--- config.mk ---
export PLATFORM = sky130hd
export DESIGN_NAME = apb_mem_slave_flat
export DESIGN_NICKNAME = d
export VERILOG_FILES = /design/src/rtl/apb_mem_slave_if.sv /design/src/rtl/apb_mem_slave.sv /design/src/flat_wrapper.sv
export SDC_FILE = /design/constraint.sdc
export NUM_CORES = 2
export LEC_CHECK = 0
export ABC_AREA = 1
export CORE_UTILIZATION = 50
export DETAILED_ROUTE_END_ITERATION = 7
export DONT_BUFFER_PORTS = 1
export PLACE_DENSITY = 0.72
export SLEW_MARGIN = 0
export SYNTH_ARGS = -nofsm -noshare
export SYNTH_HDL_FRONTEND = slang
export SYNTH_SLANG_ARGS = --single-unit
--- constraint.sdc ---
create_clock -name PCLK -period 2.88 [get_ports PCLK]
set_clock_uncertainty 0.2 [all_clocks]
set_input_delay 0.288 -clock PCLK [delete_from_list [all_inputs] [get_ports PCLK]]
set_output_delay 0.288 -clock PCLK [all_outputs]
set_load 0.005 [all_outputs]
--- src/rtl/apb_mem_slave_if.sv ---
// APB4 requester/completer signal bundle for apb_mem_slave.
// PSTRB exists only when APB_SLAVE_PSTRB_EN is defined.
interface apb_mem_slave_if #(
   parameter int DATA_WIDTH = 32,
   parameter int ADDR_WIDTH = 8
);
   logic                    PSELx;
   logic                    PENABLE;
   logic                    PWRITE;
   logic [ADDR_WIDTH-1:0]   PADDR;
   logic [DATA_WIDTH-1:0]   PWDATA;
`ifdef APB_SLAVE_PSTRB_EN
   logic [DATA_WIDTH/8-1:0] PSTRB;
`endif
   logic [DATA_WIDTH-1:0]   PRDATA;
   logic                    PREADY;
   logic                    PSLVERR;

`ifdef APB_SLAVE_PSTRB_EN
   modport master (output PSELx, PENABLE, PWRITE, PADDR, PWDATA, PSTRB,
                   input  PRDATA, PREADY, PSLVERR);
   modport slave  (input  PSELx, PENABLE, PWRITE, PADDR, PWDATA, PSTRB,
                   output PRDATA, PREADY, PSLVERR);
`else
   modport master (output PSELx, PENABLE, PWRITE, PADDR, PWDATA,
                   input  PRDATA, PREADY, PSLVERR);
   modport slave  (input  PSELx, PENABLE, PWRITE, PADDR, PWDATA,
                   output PRDATA, PREADY, PSLVERR);
`endif
endinterface

--- src/rtl/apb_mem_slave.sv ---
// APB4 completer over a word memory: PREADY after WAIT_CYCLES wait states, PSLVERR past MEM_DEPTH, no backpressure upstream.
// Define APB_SLAVE_PSTRB_EN for per-byte write strobes; otherwise every write stores the full word.
module apb_mem_slave #(
   parameter int DATA_WIDTH  = 32,
   parameter int ADDR_WIDTH  = 8,
   parameter int MEM_DEPTH   = 32,
   parameter int WAIT_CYCLES = 2
) (
   input  logic           PCLK,
   input  logic           PRESET,
   apb_mem_slave_if.slave bus
);
   localparam int STRB_W = DATA_WIDTH / 8;
   localparam int OFF_W  = $clog2(STRB_W);
   localparam int MIDX_W = (MEM_DEPTH > 1) ? $clog2(MEM_DEPTH) : 1;
   localparam int AW1    = ADDR_WIDTH + 1;

   localparam logic [1:0] S_IDLE   = 2'd0;
   localparam logic [1:0] S_WAIT   = 2'd1;
   localparam logic [1:0] S_ACCESS = 2'd2;

   logic [1:0]            state, state_nxt;
   logic [3:0]            cnt, cnt_nxt;
   logic                  wr_q, err_q;
   logic [MIDX_W-1:0]     idx_q;
   logic [DATA_WIDTH-1:0] wdata_q;
`ifdef APB_SLAVE_PSTRB_EN
   logic [STRB_W-1:0]     strb_q;
`endif
   logic [DATA_WIDTH-1:0] mem [MEM_DEPTH];

   logic                  setup, enter_access, commit;
   logic [ADDR_WIDTH-1:0] bus_idx;
   logic [MIDX_W-1:0]     acc_idx;
   logic                  bus_err, acc_wr, acc_err;
   logic [DATA_WIDTH-1:0] rd_word;

   assign setup   = (state == S_IDLE) && bus.PSELx && !bus.PENABLE;
   assign bus_idx = bus.PADDR >> OFF_W;
   assign bus_err = {1'b0, bus_idx} >= AW1'(MEM_DEPTH);

   // With zero wait states ACCESS is entered on the setup edge itself, before the latches are loaded.
   assign acc_wr  = setup ? bus.PWRITE : wr_q;
   assign acc_err = setup ? bus_err : err_q;
   assign acc_idx = setup ? bus_idx[MIDX_W-1:0] : idx_q;
   assign rd_word = mem[acc_idx];

   assign commit  = (state == S_ACCESS) && wr_q && !err_q && bus.PSELx && bus.PENABLE;

   always_comb begin
      state_nxt    = state;
      cnt_nxt      = cnt;
      enter_access = 1'b0;
      case (state)
         S_IDLE: begin
            if (setup) begin
               if (WAIT_CYCLES == 0) begin
                  state_nxt    = S_ACCESS;
                  enter_access = 1'b1;
               end else begin
                  state_nxt = S_WAIT;
                  cnt_nxt   = 4'(WAIT_CYCLES);
               end
            end
         end
         S_WAIT: begin
            if (!bus.PSELx || !bus.PENABLE) begin
               state_nxt = S_IDLE;
               cnt_nxt   = 4'd0;
            end else begin
               cnt_nxt = cnt - 4'd1;
               if (cnt == 4'd1) begin
                  state_nxt    = S_ACCESS;
                  enter_access = 1'b1;
               end
            end
         end
         S_ACCESS: state_nxt = S_IDLE;
         default:  state_nxt = S_IDLE;
      endcase
   end

   always_ff @(posedge PCLK) begin
      if (PRESET) begin
         state       <= S_IDLE;
         cnt         <= 4'd0;
         wr_q        <= 1'b0;
         err_q       <= 1'b0;
         idx_q       <= '0;
         wdata_q     <= '0;
`ifdef APB_SLAVE_PSTRB_EN
         strb_q      <= '0;
`endif
         bus.PREADY  <= 1'b0;
         bus.PSLVERR <= 1'b0;
         bus.PRDATA  <= '0;
         for (int i = 0; i < MEM_DEPTH; i++) mem[i] <= '0;
      end else begin
         state <= state_nxt;
         cnt   <= cnt_nxt;
         if (setup) begin
            wr_q    <= bus.PWRITE;
            err_q   <= bus_err;
            idx_q   <= bus_idx[MIDX_W-1:0];
            wdata_q <= bus.PWDATA;
`ifdef APB_SLAVE_PSTRB_EN
            strb_q  <= bus.PSTRB;
`endif
         end
         bus.PREADY  <= enter_access;
         bus.PSLVERR <= enter_access && acc_err;
         if (enter_access && !acc_wr)
            bus.PRDATA <= acc_err ? '0 : rd_word;
         if (commit) begin
`ifdef APB_SLAVE_PSTRB_EN
            for (int b = 0; b < STRB_W; b++)
               if (strb_q[b]) mem[idx_q][8*b +: 8] <= wdata_q[8*b +: 8];
`else
            mem[idx_q] <= wdata_q;
`endif
         end
      end
   end
endmodule

--- src/flat_wrapper.sv ---
// flat-port wrapper written by rule: the top's interface ports become plain ports
module apb_mem_slave_flat 
#(
   parameter int DATA_WIDTH  = 32,
   parameter int ADDR_WIDTH  = 8,
   parameter int MEM_DEPTH   = 32,
   parameter int WAIT_CYCLES = 2
)
  (PCLK, PRESET, bus_PSELx, bus_PENABLE, bus_PWRITE, bus_PADDR, bus_PWDATA, bus_PRDATA, bus_PREADY, bus_PSLVERR);
  apb_mem_slave_if #(.DATA_WIDTH(DATA_WIDTH), .ADDR_WIDTH(ADDR_WIDTH)) bus_i ();
  input  logic PCLK;
  input  logic PRESET;
  input wire logic [$bits(bus_i.PSELx)-1:0] bus_PSELx;
  input wire logic [$bits(bus_i.PENABLE)-1:0] bus_PENABLE;
  input wire logic [$bits(bus_i.PWRITE)-1:0] bus_PWRITE;
  input wire logic [$bits(bus_i.PADDR)-1:0] bus_PADDR;
  input wire logic [$bits(bus_i.PWDATA)-1:0] bus_PWDATA;
  output wire logic [$bits(bus_i.PRDATA)-1:0] bus_PRDATA;
  output wire logic [$bits(bus_i.PREADY)-1:0] bus_PREADY;
  output wire logic [$bits(bus_i.PSLVERR)-1:0] bus_PSLVERR;
  assign bus_i.PSELx = bus_PSELx;
  assign bus_i.PENABLE = bus_PENABLE;
  assign bus_i.PWRITE = bus_PWRITE;
  assign bus_i.PADDR = bus_PADDR;
  assign bus_i.PWDATA = bus_PWDATA;
  assign bus_PRDATA = bus_i.PRDATA;
  assign bus_PREADY = bus_i.PREADY;
  assign bus_PSLVERR = bus_i.PSLVERR;
  apb_mem_slave #(.DATA_WIDTH(DATA_WIDTH), .ADDR_WIDTH(ADDR_WIDTH), .MEM_DEPTH(MEM_DEPTH), .WAIT_CYCLES(WAIT_CYCLES)) u_core (.PCLK(PCLK), .PRESET(PRESET), .bus(bus_i));
endmodule
==> out/metrics.csv <==
metric;value;unit
Placed Area;51500;um2
final worst-path cycle share;96.5;%
Synth Warn #;0;
gpl congestion;0.894;
CTS Sinks;1103;
WP buf/inv;2;
Most Frequent Cell on Critical Path;nand3_1;
total congestion overflow;0;
synth top area cells;edfxtp_1 (63%), nand3_1 (12%), nor2_1 (8.1%), nand2_1 (7.8%), dfxtp_1 (3.2%);
Max clock buf depth;3;
DRT iter0 DRCs;5663;
fin cells;6256;
chip width;314;um
Max Clk Rate;360;MHz
RSZ-0062 raised after global routing;no;
sequential area share after synthesis;66.2;%
Flop pwr share;49.1;%
Final Hold Viols;0;
Worst-Margin Slew;835;ps
core area;96700;um2
clock network power share;39.4;%
Top Family by Delay on Critical Path;simple AND/OR/NAND/NOR gates;
max-cap check violation count;0;
Post-Syn Nets;5008;
worst hold path depth;5;
n_diodes;0;
WHS Endpoint;u_core.idx_q[0]$_SDFF_PP0_;
Yosys top cell by area;edfxtp_1;
Max H-tree Level;3;
failing checks;DRC;
die height;314;um
initial antenna violation count;0;
Starting Density;50.5;%
internal reg-to-reg setup slack;100;ps
drt pass-1 iters;8;
Gate power share;11.5;%
status;finished with violations;
Clk Latency, worst-skew pair;690;ps
critical path type;reg2reg;
remaining routing DRC violations;1;
top cell type's share of synthesized area;63.0;%
Rows;114;
Worst Hold Launch;bus_PADDR[2];
endpoints failing setup;0;
final WL;148;mm
Sw Ratio;25.0;%
clock buffers created by TritonCTS;108;
reg2reg path depth;14;
placed cell count;6006;
Post-Syn Area;48800;um2
Final HPWL DP;83.9;mm
Detail Route Antenna Nets;0;
maximum VDD drop;417;uV
Vias per Instance;6.06;
routed len/inst;23.6;um
Critical R2R Launch;u_core.state[1]$_SDFFE_PP0P_;
Seq cells post-synth;1103;
syn avg cell area;9.84;um2
Power Density;663;nW/um2
largest net degree at the start of global routing;111;
vias in the first global route;36500;
count of final max-slew check failures;0;
internal power;27.7;mW
Slowest Stage Delay on Critical Path;420;ps
root buf cell;clkbuf_16;
Synth Instances;4961;
Crit-path slowest cell;dfxtp_1;
I/O pins;79;
synthesis-to-layout area growth;14.0;%
Startpoint Class;flip-flop;
leakage dissipation;19.9;nW
worst-path fanout max;24;
vias post-DR;37900;
gr usage total;29.5;%
Port-buffer cells;0;
minimum clock period;2780;ps
Critical Path RT;3290;ps
Hold/Removal Path Class;in2reg;
Worst EP arrival;3190;ps
Die ar.;98900;um2
total negative slack;0;ps
CTS tree;done;
Cell Chain, Critical Path;nor2_4 -> nand2_4 -> buf_6 -> nand2_4 -> nand2_8 -> buf_4 -> nand2_1 -> nand3_1 -> nand3_1 -> nand3_1 -> nand3_1 -> nand2_1 -> nand2_1 -> a21oi_1;
overall power;36.9;mW
Clock transition at path regs;60;ps
capturing point of the worst reg2reg path;u_core.bus.PRDATA[0]$_SDFFE_PP0P_;
first-pass GRT wire length;220;mm
Critical Path End Type;flip-flop;
Max-slew headroom;44.3;%
fin area;55600;um2
unique cell type count in the Yosys netlist;25;
Nets;4934;
ratio of cells with drive above 1 in the final layout;8.61;%
sw power;9.23;mW
-- per-stage QoR --
step / setup slack (ps) / hold slack (ps) / utilization [%]
6_report: 101 / 98.5 / 57.5
3_5_place_dp: 92.4 / 169 / 53.2
3_3_place_gp: 165 / 168 / 53.2
4_1_cts: 72.6 / 96.1 / 57.4
5_1_grt: 23.3 / 111 / 57.5
2_1_floorplan: 12.5 / 241 / -
-- Yosys cell counts (all sizes together) --
| cell | n |
|---|---|
| a21oi | 68 |
| buf | 259 |
| clkbuf | 196 |
| dfxtp | 79 |
| edfxtp | 1024 |
| ha | 2 |
| inv | 60 |
| nand2 | 1018 |
| nand3 | 1156 |
| nand4 | 2 |
| nor2 | 1049 |
| nor3 | 6 |
| o21ai | 40 |
| or2 | 1 |
| xor2 | 1 |
-- placed cells by master, fill, tap and decap left out, drive strengths merged --
master | Yosys | final
a21oi | 68 | 68
buf | 259 | 229
bufinv | 0 | 10
clkbuf | 196 | 147
clkinv | 0 | 36
clkinvlp | 0 | 8
dfxtp | 79 | 79
dlygate4sd3 | 0 | 40
edfxtp | 1024 | 1024
ha | 2 | 2
inv | 60 | 63
nand2 | 1018 | 1019
nand3 | 1156 | 1156
nand4 | 2 | 2
nor2 | 1049 | 1049
nor3 | 6 | 6
o21ai | 40 | 40
or2 | 1 | 1
xor2 | 1 | 1
-- worst min-delay path, delay by kind of cell --
kind | cells | cell delay [ps]
buffers and inverters | 2 | 260
and+or+nand+nor | 3 | 400
-- timing repair --
item	CTS	global route
buffers inserted	0	4
resized for setup	0	6
setup endpoints to repair	0	20
endpoints found under the hold margin	76	0
hold buffers	41	0
-- power groups by stage --
stage | clock [mW] | sequential [mW] | combinational (mW)
after floorplan | 0 | 18.4 | 2.36
after global placement | 0 | 18.4 | 3.98
after detailed placement | 0 | 18.5 | 4.04
after CTS | 14.6 | 18.1 | 4.12
after global routing | 15.2 | 18.2 | 4.49
final | 14.5 | 18.1 | 4.24
-- registers in the layout (all words and copies together) (netlist names) --
register,cells
u_core.mem,1024
u_core.bus.PRDATA,32
u_core.wdata_q,32
u_core.idx_q,5
u_core.cnt,4
u_core.state,2
u_core.bus.PREADY,1
u_core.bus.PSLVERR,1
u_core.err_q,1
u_core.wr_q,1
-- cells by family (layout without fill, tap and decap cells) --
kind of cell / Yosys count / in the layout / synth area share [%]
flip-flops: 1103 / 1103 / 66.2
AND/OR/NAND/NOR: 3232 / 3233 / 27.9
AO/OA/AOI/OAI: 108 / 108 / 1.12
adder cells (fa/ha/maj): 2 / 2 / 0.0513
XOR/XNOR: 1 / 1 / 0.0179
buffers and inverters: 515 / 533 / 4.64
-- final cells by class --
| type | count | area (um2) |
|---|---|---|
| multi-input combinational | 3344 | 14400 |
| timing repair buffer | 270 | 3450 |
| inverter | 60 | 228 |
| fill | 7868 | 41100 |
| clock buffer | 146 | 3100 |
| tap | 1276 | 1600 |
| sequential | 1103 | 32300 |
| clock inverter | 57 | 569 |
-- worst max-delay path by stage --
| stage | to | cells past startpoint | startpoint | slack (ps) |
|---|---|---|---|---|
| after floorplan | u_core.mem[24][0]$_SDFFCE_PN0P_ | 8 | PRESET | 10 |
| after global placement | u_core.bus.PRDATA[26]$_SDFFE_PP0P_ | 15 | u_core.state[1]$_SDFFE_PP0P_ | 170 |
| after detailed placement | u_core.bus.PRDATA[29]$_SDFFE_PP0P_ | 15 | u_core.state[1]$_SDFFE_PP0P_ | 90 |
| after CTS | u_core.bus.PRDATA[29]$_SDFFE_PP0P_ | 15 | u_core.state[1]$_SDFFE_PP0P_ | 70 |
| after global routing | u_core.bus.PRDATA[21]$_SDFFE_PP0P_ | 12 | u_core.state[1]$_SDFFE_PP0P_ | 20 |
| final | u_core.bus.PRDATA[0]$_SDFFE_PP0P_ | 14 | u_core.state[1]$_SDFFE_PP0P_ | 100 |
-- routing by layer --
| metal | share of wire, % | GRT usage, % | wire length [um] | vias to the layer above |
|---|---|---|---|---|
| met5 | 0 | 0 | 0 | - |
| met4 | 4.8 | 14.6 | 7130 | 0 |
| met3 | 13 | 5.36 | 18700 | 402 |
| met2 | 47 | 47.5 | 69200 | 2727 |
| met1 | 36 | 38.6 | 52800 | 18100 |
| li1 | - | - | - | 16700 |
Power figures use the tool's default switching activity.
